==> config.mk <==
export PLATFORM = sky130hd
export DESIGN_NAME = fetch_stage
export DESIGN_NICKNAME = d
export VERILOG_FILES = /design/src/rtl/fetch_stage.sv
export SDC_FILE = /design/constraint.sdc
export NUM_CORES = 1
export LEC_CHECK = 0
export BUFFER_PORTS_ARGS = -buffer_cell sky130_fd_sc_hd__buf_2
export CAP_MARGIN = 20
export CORE_ASPECT_RATIO = 0.7
export CORE_MARGIN = 2
export CORE_UTILIZATION = 57
export DETAILED_ROUTE_END_ITERATION = 10
export PLACE_DENSITY = 0.95
export RECOVER_POWER = 50
export SLEW_MARGIN = 10
export SYNTH_ARGS = -nofsm -noshare
export SYNTH_HDL_FRONTEND = slang
export SYNTH_SLANG_ARGS = --single-unit
export TNS_END_PERCENT = 20
==> constraint.sdc <==
create_clock -name clk -period 9.25 [get_ports clk]
set_clock_uncertainty 0.05 [all_clocks]
set_input_delay 1.3875 -clock clk [delete_from_list [all_inputs] [get_ports clk]]
set_output_delay 1.3875 -clock clk [all_outputs]
set_load 0.02 [all_outputs]
==> src/rtl/fetch_stage.sv <==
// ---------------------------------------------------------------------------
// fetch_stage
//   Instruction-fetch stage and IF/ID pipeline register for the RV32I 5-stage
//   core. Owns the PC, the PC+4 incrementer, the redirect mux, a latch that
//   remembers a redirect arriving while the pipe is stalled, and the IF/ID
//   register with stall and flush.
//
// Parameters
//   RESET_PC          PC value loaded on reset
//   NOP_INSTR         bubble instruction (addi x0,x0,0) used on flush/reset
//
// Ports
//   clk               core clock, all state on rising edge
//   rst               asynchronous, active-high reset
//   stall             hazard-unit stall; holds PC and IF/ID
//   pcsrc             taken branch/jump from the EX-stage branch unit
//   branch_target     redirect address from the EX adder
//   imem_addr         instruction memory address (combinational read)
//   imem_rdata        instruction word for imem_addr, same cycle
//   instr_d           IF/ID instruction
//   pc_d              IF/ID PC
//   pc_plus4_d        IF/ID PC+4 (link value for JAL/JALR)
//   valid_d           IF/ID holds a real fetched instruction
//   redirect_pending  a redirect is latched, waiting for stall release
// ---------------------------------------------------------------------------
module fetch_stage #(
  parameter logic [31:0] RESET_PC  = 32'h0000_0000,
  parameter logic [31:0] NOP_INSTR = 32'h0000_0013
) (
  input  logic        clk,
  input  logic        rst,
  input  logic        stall,
  input  logic        pcsrc,
  input  logic [31:0] branch_target,
  output logic [31:0] imem_addr,
  input  logic [31:0] imem_rdata,
  output logic [31:0] instr_d,
  output logic [31:0] pc_d,
  output logic [31:0] pc_plus4_d,
  output logic        valid_d,
  output logic        redirect_pending
);

  // Instructions are word aligned; low address bits of a target are dropped.
  function automatic logic [31:0] align_word(input logic [31:0] addr);
    return {addr[31:2], 2'b00};
  endfunction

  logic [31:0] pc_p0;
  logic [31:0] pc_plus4_p0;
  logic        pend_vld;
  logic [31:0] pend_target;

  logic        redir;
  logic [31:0] redir_target;
  logic        flush;

  logic [31:0] instr_p1;
  logic [31:0] pc_p1;
  logic [31:0] pc_plus4_p1;
  logic        vld_p1;

  // ---- stage p0: fetch (PC, incrementer, redirect mux) ----
  assign pc_plus4_p0  = pc_p0 + 32'd4;
  assign redir        = pcsrc | pend_vld;
  // A live branch from EX is younger than anything latched, so it wins.
  assign redir_target = pcsrc ? align_word(branch_target) : pend_target;
  // Squash the wrong-path instruction whenever a redirect takes effect; a
  // live pcsrc flushes even under stall so the pending latch cannot leave a
  // stale wrong-path instruction sitting in decode.
  assign flush        = pcsrc | (pend_vld & ~stall);

  always_ff @(posedge clk or posedge rst) begin
    if (rst) begin
      pc_p0       <= RESET_PC;
      pend_vld    <= 1'b0;
      pend_target <= 32'd0;
    end else if (stall) begin
      // PC frozen; remember the newest redirect until the stall releases.
      if (pcsrc) begin
        pend_vld    <= 1'b1;
        pend_target <= align_word(branch_target);
      end
    end else if (redir) begin
      pc_p0    <= redir_target;
      pend_vld <= 1'b0;
    end else begin
      pc_p0 <= pc_plus4_p0;
    end
  end

  // ---- stage p1: IF/ID register ----
  always_ff @(posedge clk or posedge rst) begin
    if (rst) begin
      instr_p1    <= NOP_INSTR;
      pc_p1       <= 32'd0;
      pc_plus4_p1 <= 32'd0;
      vld_p1      <= 1'b0;
    end else if (flush) begin
      instr_p1    <= NOP_INSTR;
      pc_p1       <= 32'd0;
      pc_plus4_p1 <= 32'd0;
      vld_p1      <= 1'b0;
    end else if (!stall) begin
      instr_p1    <= imem_rdata;
      pc_p1       <= pc_p0;
      pc_plus4_p1 <= pc_plus4_p0;
      vld_p1      <= 1'b1;
    end
  end

  assign imem_addr        = pc_p0;
  assign instr_d          = instr_p1;
  assign pc_d             = pc_p1;
  assign pc_plus4_d       = pc_plus4_p1;
  assign valid_d          = vld_p1;
  assign redirect_pending = pend_vld;

endmodule

# Word-level counts from Yosys, hierarchy flattened
# Index checks and enable logic that the tools add are counted.
# word_totals
inputBits,68
reg_bits,162
wordCells,29
out_inout_bits,130
# op_classes
n_addsub,1
n_reduce_logical,2
muxes,13
n_bitwise,4
n_eq_ne,2
# ops
operator,n
2-to-1 mux 32 bit,8
"adder 32 x 3 -> 32 bit, second input constant",1
2-to-1 mux 1 bit,5
"inequality test 2 x 1 -> 1 bit, second input constant",2
OR 1 bit,2
AND reduction 2 bit,1
nonzero test 2 bit,1
bitwise AND 1 bit,1
NOT 1 bit,1

# Longest topological paths before layout
# Gate-level depths: netlist of run 1.
# logic_depth
word_depth,4
mapped_depth,7
ltp_nobuf,5

# Worst setup path before layout of run 1
# No wires, ideal clock.
# synth_path
path_kind,input port to flip-flop
from,input port stall
to,register pc_plus4_p1[25] (netlist: pc_plus4_d[25])
path_buffers,3
cell_stages,6
required_ns,9.130
slack_ns,6.265
t_arrival_ns,2.865
setup_ns,0.070
cell_sequence,clkbuf_1 -> nor3_1 -> clkbuf_1 -> buf_1 -> o211ai_1 -> nand3_1
# synth_between
elab_chain_len,4
word_cells_on_any_way,5
cone_classes,1 x eq/ne; 1 x mux; 3 x bitwise
# synth_rtl
item,line_no,source
"start, declared",32,"input logic stall,"
NOT 1 bit,71,assign flush = pcsrc | (pend_vld & ~stall);
bitwise AND 1 bit,71,
OR 1 bit,71,
inequality test 2 x 1 -> 1 bit (no line) or 2-to-1 mux 32 bit (tied branches),--,
"end signal, assigned",107,pc_plus4_p1 <= pc_plus4_p0;
"end, declared",60,logic [31:0] pc_plus4_p1;
# Parallel ways exist; a longest one is shown, timed or not.
# A chain may end at the register's enable or synchronous reset.

# Worst setup path in the final report of run 1
# layout_path
from,input port pcsrc
to,register pc_p0[8] (netlist: imem_addr[8])
# layout_between
elab_chain_len,2
word_cells_on_any_way,3
cone_classes,2 x mux; 1 x bitwise
# layout_rtl
item,line_no,source
"start, declared",33,"input logic pcsrc,"
2-to-1 mux 32 bit or OR 1 bit (tied branches),--,
2-to-1 mux 32 bit (*),84,end else if (redir) begin
"end signal, assigned",85,pc_p0 <= redir_target;
"end signal, assigned",88,pc_p0 <= pc_plus4_p0;
"end, declared",49,logic [31:0] pc_p0;
# Every way passes the cells marked *; elsewhere a longest branch is shown, timed or not.

==> reports/results.txt, run 1 <==
Die height: 98.6 um
Maximum buffer depth of the clock tree: 2
GRT Residual Overflow: 0
Final worst-path cycle share: 0.538
Critical R2R Launch: redirect_pending$_DFFE_PP0P_
Post-synth EDFFs: 0
Core Region: 0.0125 mm^2
Detail Placement HPWL: 13000 um
Worst Path Required: 9.46 ns
Mapped cell area: 0.00729 mm^2
Seq/Total Area, Yosys: 0.549
Die ar.: 0.0137 mm^2
Root buffer cell: clkbuf_16
Sink Count: 160
Hold Path Stages: 1
CP Launch Type: primary input
Async SR Flop Fraction: 1.00
Vias per inst: 6.14
Max Slew Vio Count: 202
Mapped Avg Cell Area: 10.5 um^2
Worst Hold End: pc_d[27]$_DFFE_PP0P_
Setup_tns: 0 ns
Max_slew headroom: -1.25
Critical path's slowest cell: clkbuf_1
Final Hold Violating Endpoints: 0
Pre-antenna DRT Iters: 6
DRT antenna net count: 0
Unique masters post-synth: 57
Initial DRC count: 757
Number of max-cap violations: 4
Number of synthesis warnings: 0
Dominant synthesized flop cell: dfrtp_1
Fin cells: 1029
Post-synthesis cell count: 692
Slowest stage delay, CP: 1.85 ns
CTS H-Tree Depth: 4
Number of endpoints failing setup at the final stage: 0
CTS-repair resized insts: 0
RSZ-0062 raised after global routing: false
Hold path start: pc_d[27]$_DFFE_PP0P_
Largest net degree at the start of global routing: 85
TritonCTS clock tree: done
Top Layer Used: met5
Worst-Margin Slew: 3.36 ns
Die W: 139 um
Synthesized Nets: 761
Crit path capture type: flip-flop
Met2 wire len: 8950 um
Global-route usage over all layers: 0.293
Detailed-route via count: 6315
Reg clk slew, reported paths: 0.07 ns
Flop-to-flop setup slack: 6.45 ns
Wire length on met3: 1700 um
I/O pins: 198
DRC Markers: 0
Peak VDD IR: 0.000146 V
Initial antenna violation count: 2
WS Path Type: primary input to flip-flop
CP cell instances: buf_2, clkbuf_1, or2_0, nor2_1, a221oi_1, o21ai_0
Status: finished with violations
Cell row count: 34
Violated checks: capacitance limit, slew limit
Synthesis-stage register bit count: 160
R2r endpoint: imem_addr[8]$_DFFE_PP0N_
Avg WL per Cell: 19.3 um
Buf/Inv on CP: 2
Worst hold path class: flip-flop to flip-flop
First-pass GRT wire length: 31800 um
Pwr dens: 211 mW/mm^2
M1 WL: 8890 um
Post-route minimum period: 4.98 ns
Total setup buffers inserted after CTS: 0
Worst-case reg-to-reg path depth: 4
# fillers: 963
Crit-path leading delay family: buffers and inverters
Placed insts: 995
Clk Latency, worst-skew pair: 0.42 ns
Initial Util: 0.585
Layout net count: 922
Port Buffers: 195
Peak Freq: 201 MHz
CP max FO: 65
DRT Wirelength: 19900 um
Critical path arrival: 5.19 ns
Vias in the first global route: 5916
Synthesis-to-layout area growth: 20.5%
Pleak: 0.00395 uW
Layout cell share with drive strength beyond 1: 0.211
Hold Buf Count CTS: 0
GP Congestion: 0.853
Cts bufs inserted: 17
-- worst max path at each step --
stage | slack [ns] | to | depth (start not counted) | start
6_report | 4.27 | imem_addr[8]$_DFFE_PP0N_ | 6 | pcsrc
5_1_grt | 3.80 | instr_d[27]$_DFFE_PP0P_ | 3 | rst
4_1_cts | 5.79 | pc_plus4_d[21]$_DFFE_PP0P_ | 6 | stall
2_1_floorplan | 3.50 | imem_addr[0]$_DFFE_PP0P_ | 1 | rst
3_3_place_gp | 5.43 | instr_d[3]$_DFFE_PP0P_ | 5 | stall
3_5_place_dp | 5.40 | pc_plus4_d[27]$_DFFE_PP0P_ | 5 | stall
-- cell families (layout without fill, tap and decap cells) --
logic type	Yosys count	after routing	synth area share
xor+xnor	15	15	0.0180
flops	160	160	0.549
simple gates	214	214	0.148
buf+inv	73	247	0.0403
mux	36	36	0.0549
fa+ha+maj	1	1	0.00172
other cells	0	1	0
compound gates	193	193	0.188
-- through the flow --
stage	hold WS [ns]	worst slack, ns	utilization	power [uW]	cell area [um^2]
after floorplan	0.404	3.50	-	1040	7290
after global placement	0.406	5.43	0.666	1140	8300
after detailed placement	0.411	5.40	0.666	1150	8300
after CTS	0.426	5.79	0.713	1850	8890
after global routing	0.437	3.80	0.705	1920	8780
final	0.428	4.27	0.705	1850	8790
-- cells in the mapped netlist (5+ instances only) --
cell | number | area [um^2]
nor2b_1 | 5 | 31.3
dfrtp_1 | 157 | 3930
and3_1 | 8 | 50.1
o31ai_1 | 5 | 37.5
buf_1 | 10 | 37.5
a311o_1 | 5 | 50.1
nand4_1 | 11 | 68.8
buf_2 | 8 | 40.0
o211ai_1 | 10 | 75.1
xnor2_1 | 12 | 105
nand3_1 | 13 | 65.1
nor2_1 | 25 | 93.8
nor4_1 | 9 | 56.3
clkbuf_1 | 42 | 158
and2_1 | 7 | 43.8
o311ai_0 | 6 | 52.6
nand2_1 | 101 | 379
o21ai_0 | 47 | 235
o21bai_1 | 5 | 37.5
a21oi_1 | 30 | 150
a22o_1 | 47 | 412
o2bb2ai_1 | 5 | 43.8
inv_1 | 9 | 33.8
nor3_1 | 7 | 35.0
nand3b_1 | 7 | 52.6
mux2_2 | 32 | 360
-- layer usage --
metal / vias up / global-route usage
li1: 2848 / -
met1: 3099 / 0.423
met2: 323 / 0.442
met3: 43 / 0.0802
met4: 2 / 0.0816
met5: - / 0
-- report_power, final --
part / leakage [uW] / internal [uW] / switching, uW
combinational: 0.00161 / 109 / 188
sequential: 0.00207 / 767 / 79.0
clock: 0.000270 / 402 / 304
total: 0.00395 / 1280 / 572
-- sequential cells by signal, summed over array words and instances, names as in the netlist --
signal and count:
imem_addr 32, instr_d 32, pc_d 32, pend_target 32
pc_plus4_d 30, redirect_pending 1, valid_d 1
-- cell type report --
class	count	area, um^2	area share
sequential	160	4010	0.456
multi-input combinational	459	3000	0.342
timing repair buffer	206	950	0.108
clock buffer	18	429	0.0488
tap	162	203	0.0231
clock inverter	14	155	0.0177
inverter	9	35.0	0.00399
antenna	1	2.50	0.000285
-- placed cells by master (no fill, tap or decap), types with 9 or more instances in the layout --
master and n:
mux2_2 32, xnor2_1 12, nand3_1 13, o21ai_0 47, nand4_1 11, buf_2 98
a21oi_1 30, clkbuf_16 17, a22o_1 47, dfrtp_1 157, clkbuf_1 100, o211ai_1 10
nor2_1 25, nand2_1 101, nor4_1 9
No activity file was read; power rests on OpenSTA's default activity.
==> run 2: changes to the inputs <==
--- a/config.mk
+++ b/config.mk
@@ -5,13 +5,14 @@
 export SDC_FILE = /design/constraint.sdc
 export NUM_CORES = 1
 export LEC_CHECK = 0
+export ABC_AREA = 1
 export BUFFER_PORTS_ARGS = -buffer_cell sky130_fd_sc_hd__buf_2
 export CAP_MARGIN = 20
 export CORE_ASPECT_RATIO = 0.7
 export CORE_MARGIN = 2
-export CORE_UTILIZATION = 57
+export CORE_UTILIZATION = 52
 export DETAILED_ROUTE_END_ITERATION = 10
-export PLACE_DENSITY = 0.95
+export PLACE_DENSITY = 0.9
 export RECOVER_POWER = 50
 export SLEW_MARGIN = 10
 export SYNTH_ARGS = -nofsm -noshare
==> constraint.sdc (replaced) <==
create_clock -name clk -period 5.2 [get_ports clk]
set_clock_uncertainty 0.05 [all_clocks]
set_input_delay 0.78 -clock clk [delete_from_list [all_inputs] [get_ports clk]]
set_output_delay 0.78 -clock clk [all_outputs]
set_load 0.02 [all_outputs]
==> reports/results.txt, run 2 <==
Initial antenna violation count: 0
DRT Wirelength: 19700 um
Pleak: 0.00440 uW
Commonest non-fill, non-tap cell in the layout: nand2_1
Core Region: 0.0131 mm^2
CP max FO: 66
Number of endpoints failing setup at the final stage: 0
# fillers: 1077
Top cell type by total area after synthesis: dfrtp_1
Synthesized Nets: 853
DRT antenna net count: 0
GP Congestion: 0.926
Largest net degree at the start of global routing: 92
Number of max-cap violations: 2
Final Hold Violating Endpoints: 0
CTS H-Tree Depth: 4
Initial Util: 0.532
Layout net count: 1033
Top cell type's share of synthesized area: 0.563
Mapped Avg Cell Area: 8.91 um^2
CP cell instances: clkbuf_1, inv_1, nor2_4, buf_12, a22o_1
Layout cell share with drive strength beyond 1: 0.189
Async SR Flop Fraction: 1.00
Synthesis-stage register bit count: 160
Reg clk slew, reported paths: 0.06 ns
Critical path arrival: 3.97 ns
Met2 GRT Util: 0.407
Post-route minimum period: 3.68 ns
Post-synth EDFFs: 0
Dominant synthesized flop cell: dfrtp_1
Die ar.: 0.0144 mm^2
Crit path capture type: flip-flop
Placed Instance Area: 0.00805 mm^2
Met1 Use GR: 0.394
Worst hold path class: flip-flop to flip-flop
# diodes: 0
Mapped cell area: 0.00698 mm^2
Peak VDD IR: 0.000251 V
Post-synthesis cell count: 784
Avg WL per Cell: 17.2 um
Peak Freq: 272 MHz
Global-route usage over all layers: 0.275
Maximum buffer depth of the clock tree: 2
Root buffer cell: clkbuf_16
Cts bufs inserted: 17
Synthesis-to-layout area growth: 22.2%
Port Buffers: 195
Setup_tns: 0 ns
Flop-to-flop setup slack: 2.61 ns
Total power: 3170 uW
Final Instance Area: 0.00853 mm^2
Hold Buf Count CTS: 0
RSZ-0062 raised after global routing: false
Worst Path Required: 5.49 ns
Most frequent cells in the layout: 239 x nand2_1, 157 x dfrtp_1, 133 x buf_2
Max_slew headroom: -0.198
Detail Placement HPWL: 13700 um
Seq/Total Area, Yosys: 0.574
Net switching power figure: 982 uW
Detailed-route via count: 6273
Internal: 2190 uW
Sink Count: 160
WS Path Type: primary input to flip-flop
Clk pwr share: 0.379
Die height: 101 um
Worst-Margin Slew: 1.80 ns
Vias per inst: 5.49
Number of synthesis warnings: 0
Clk Latency, worst-skew pair: 0.41 ns
Switching share of power: 0.309
Worst setup slack after layout: 1.52 ns
Pwr dens: 372 mW/mm^2
CP Launch Type: primary input
Synth cell count leaders: 239 x nand2_1, 157 x dfrtp_1, 93 x o21ai_0
Status: finished with violations
Pre-antenna DRT Iters: 5
DRC Markers: 0
Unique masters post-synth: 29
Met3 usage: 0.0836
CTS-repair resized insts: 0
Vias in the first global route: 5667
Initial DRC count: 631
Die W: 143 um
Final worst-path cycle share: 0.708
TritonCTS clock tree: done
Critical path's slowest cell: clkbuf_1
First-pass GRT wire length: 30000 um
Most common cell in the netlist: nand2_1
Top cells by area, synth: dfrtp_1 56%, nand2_1 13%, o21ai_0 6.7%
Worst slack, placed: 2.02 ns
Logic pwr share: 0.160
Slowest stage delay, CP: 0.89 ns
Cell row count: 35
Max Slew Vio Count: 73
Violated checks: capacitance limit, slew limit
GRT Residual Overflow: 0
Total setup buffers inserted after CTS: 0
Part of the power in registers: 0.460
Global routing's busiest layer: met2
I/O pins: 198
-- run 2: area by class of cell --
class	instances	area, um^2	share of cell area
Inverter	73	279	0.0327
Clock inverter	13	130	0.0152
Sequential cell	160	4010	0.470
Timing Repair Buffer	201	948	0.111
Clock buffer	19	443	0.0519
Multi-Input combinational cell	511	2520	0.295
Tap cell	166	208	0.0243
-- run 2: metal layers --
metal / up-vias / part of all wire
met5: - / 0
met2: 337 / 0.44
li1: 2926 / -
met3: 36 / 0.11
met4: 0 / 0.022
met1: 2974 / 0.43
-- run 2: critical path: cells and delay by family --
kind                   cells  cell delay, ns
buffers and inverters      3            2.03
and+or+nand+nor            1            0.87
AOI/OAI and AO/OA          1            0.21
-- run 2: stage by stage --
step / utilization / cells / hold slack (ns)
floorplan: - / 784 / 0.394
global placement: 0.612 / 1111 / 0.408
detailed placement: 0.612 / 1111 / 0.410
CTS: 0.656 / 1143 / 0.430
global route: 0.650 / 1143 / 0.450
finish: 0.650 / 1143 / 0.429
-- run 2: kinds of logic (layout without fill, tap and decap cells) --
group | Yosys count | in the layout | synth area share
multiplexers | 2 | 2 | 0.00287
AO/OA/AOI/OAI | 176 | 176 | 0.157
adder cells (fa/ha/maj) | 1 | 1 | 0.00179
AND/OR/NAND/NOR | 325 | 325 | 0.189
XOR/XNOR | 7 | 7 | 0.00878
flip-flops | 160 | 160 | 0.574
buffers and inverters | 113 | 306 | 0.0663
-- run 2: final timing paths --
kind | to | startpoint | cells after the start
hold / removal | pend_target[7]$_DFFE_PP0P_ | pend_target[7]$_DFFE_PP0P_ | 2
max in group asynchronous | pend_target[28]$_DFFE_PP0P_ | rst | 3
setup reg to reg | imem_addr[6]$_DFFE_PP0N_ | redirect_pending$_DFFE_PP0P_ | 8
hold reg to reg | pend_target[7]$_DFFE_PP0P_ | pend_target[7]$_DFFE_PP0P_ | 2
min in group asynchronous | pc_plus4_d[17]$_DFFE_PP0P_ | rst | 2
setup / recovery | instr_d[9]$_DFFE_PP0P_ | stall | 5
-- run 2: power groups by stage --
| stage | logic [uW] | registers [uW] | clock network [uW] |
|---|---|---|---|
| after CTS | 514 | 1460 | 1210 |
| final | 508 | 1460 | 1200 |
| after global placement | 498 | 1470 | 0 |
| after global routing | 555 | 1480 | 1270 |
| after detailed placement | 509 | 1480 | 0 |
| after floorplan | 221 | 1560 | 0 |
==> run 3: changes to the inputs <==
==> constraint.sdc (replaced) <==
create_clock -name clk -period 3.71 [get_ports clk]
set_clock_uncertainty 0.05 [all_clocks]
set_input_delay 0.5565 -clock clk [delete_from_list [all_inputs] [get_ports clk]]
set_output_delay 0.5565 -clock clk [all_outputs]
set_load 0.02 [all_outputs]
==> reports/results.txt, run 3 (same netlist as run 2, synthesis figures left out) <==
Flop-to-flop setup slack: 1.71 ns
Initial Util: 0.532
Number of endpoints failing setup at the final stage: 0
Avg WL per Cell: 17.1 um
Hold Buf Count CTS: 0
Total power: 4600 uW
Maximum buffer depth of the clock tree: 2
Pre-antenna DRT Iters: 5
Synthesis-to-layout area growth: 23.5%
Global-route usage over all layers: 0.277
GRT Residual Overflow: 0
GP Congestion: 0.950
Die height: 101 um
Worst-Margin Slew: 1.48 ns
CP max FO: 27
CTS-repair resized insts: 0
Port Buffers: 195
DRT Wirelength: 19700 um
Max_slew headroom: 0.0101
Status: finished with violations
Root buffer cell: clkbuf_16
Detail Placement HPWL: 13800 um
Most frequent cells in the layout: 239 x nand2_1, 157 x dfrtp_1, 140 x buf_2
Final Hold Violating Endpoints: 0
RSZ-0062 raised after global routing: false
Layout cell share with drive strength beyond 1: 0.201
Peak VDD IR: 0.000312 V
Post-route minimum period: 2.42 ns
Worst hold path class: primary input to flip-flop
Worst Path Required: 4.01 ns
Initial antenna violation count: 0
CP Launch Type: primary input
DRT antenna net count: 0
Cell row count: 35
CTS H-Tree Depth: 4
Largest net degree at the start of global routing: 91
Final worst-path cycle share: 0.652
Peak Freq: 413 MHz
Core Region: 0.0131 mm^2
Die W: 143 um
Max Slew Vio Count: 0
Die ar.: 0.0144 mm^2
TritonCTS clock tree: done
Crit path capture type: flip-flop
I/O pins: 198
Wire length on met3: 2130 um
Met2 wire len: 8430 um
DRC Markers: 0
Sink Count: 160
Vias in the first global route: 5703
Number of max-cap violations: 1
Commonest non-fill, non-tap cell in the layout: nand2_1
Violated checks: capacitance limit
Cts bufs inserted: 17
Layout net count: 1035
Initial DRC count: 649
Critical path arrival: 2.72 ns
Pleak: 0.00447 uW
Reg clk slew, reported paths: 0.07 ns
Total setup buffers inserted after CTS: 0
Vias per inst: 5.52
# fillers: 1078
First-pass GRT wire length: 30400 um
M1 WL: 8640 um
Clk Latency, worst-skew pair: 0.43 ns
Setup_tns: 0 ns
Top Layer Used: met4
WS Path Type: primary input to flip-flop
Detailed-route via count: 6329
Pwr dens: 534 mW/mm^2
-- run 3: cell type report --
type	count	area (um^2)	share of cell area
multi-input cells	511	2520	0.292
well taps	166	208	0.0241
clock inverters	15	195	0.0226
diodes	1	2.50	0.000290
inverters	73	275	0.0319
repair buffers	203	990	0.115
clock buffers	17	425	0.0493
flip-flops and latches	160	4010	0.465
-- run 3: where the power goes --
part / total (uW) / switching, uW / internal (uW) / leakage, uW
clock: 1830 / 751 / 1080 / 0.000303
sequential: 2050 / 153 / 1900 / 0.00209
combinational: 717 / 495 / 221 / 0.00207
-- run 3: path summary, 6_finish.rpt --
| check | startpoint | to | depth (start not counted) |
|---|---|---|---|
| worst min register to register | pc_plus4_d[25]$_DFFE_PP0P_ | pc_plus4_d[25]$_DFFE_PP0P_ | 2 |
| worst max register to register | redirect_pending$_DFFE_PP0P_ | imem_addr[11]$_DFFE_PP0N_ | 6 |
| min in group asynchronous | rst | pc_d[5]$_DFFE_PP0P_ | 2 |
| max in group asynchronous | rst | instr_d[13]$_DFFE_PP0P_ | 3 |
| worst min-delay path | imem_rdata[27] | instr_d[27]$_DFFE_PP0P_ | 2 |
| worst max-delay path | stall | instr_d[0]$_DFFE_PP1P_ | 7 |
-- run 3: worst max-delay path, cell delays in order --
cell	delay (ns)
buf_2	0.45
inv_1	0.57
nor2_4	0.56
buf_4	0.27
inv_1	0.08
o22ai_1	0.15
inv_1	0.08
-- run 3: layer usage --
layer,vias to the layer above,global-route usage
met5,-,0
met4,0,0.102
met3,39,0.0831
met2,329,0.398
met1,3022,0.400
li1,2939,-
-- run 3: stage by stage --
step	instances	worst slack, ns	hold slack (ns)	utilization	cell area [um^2]
4_1_cts	1145	1.61	0.214	0.662	8690
3_5_place_dp	1113	1.17	0.411	0.614	8070
2_1_floorplan	784	1.08	0.394	-	6990
5_1_grt	1145	1.12	0.293	0.656	8620
3_3_place_gp	1113	1.22	0.409	0.614	8070
6_report	1146	1.29	0.294	0.656	8620
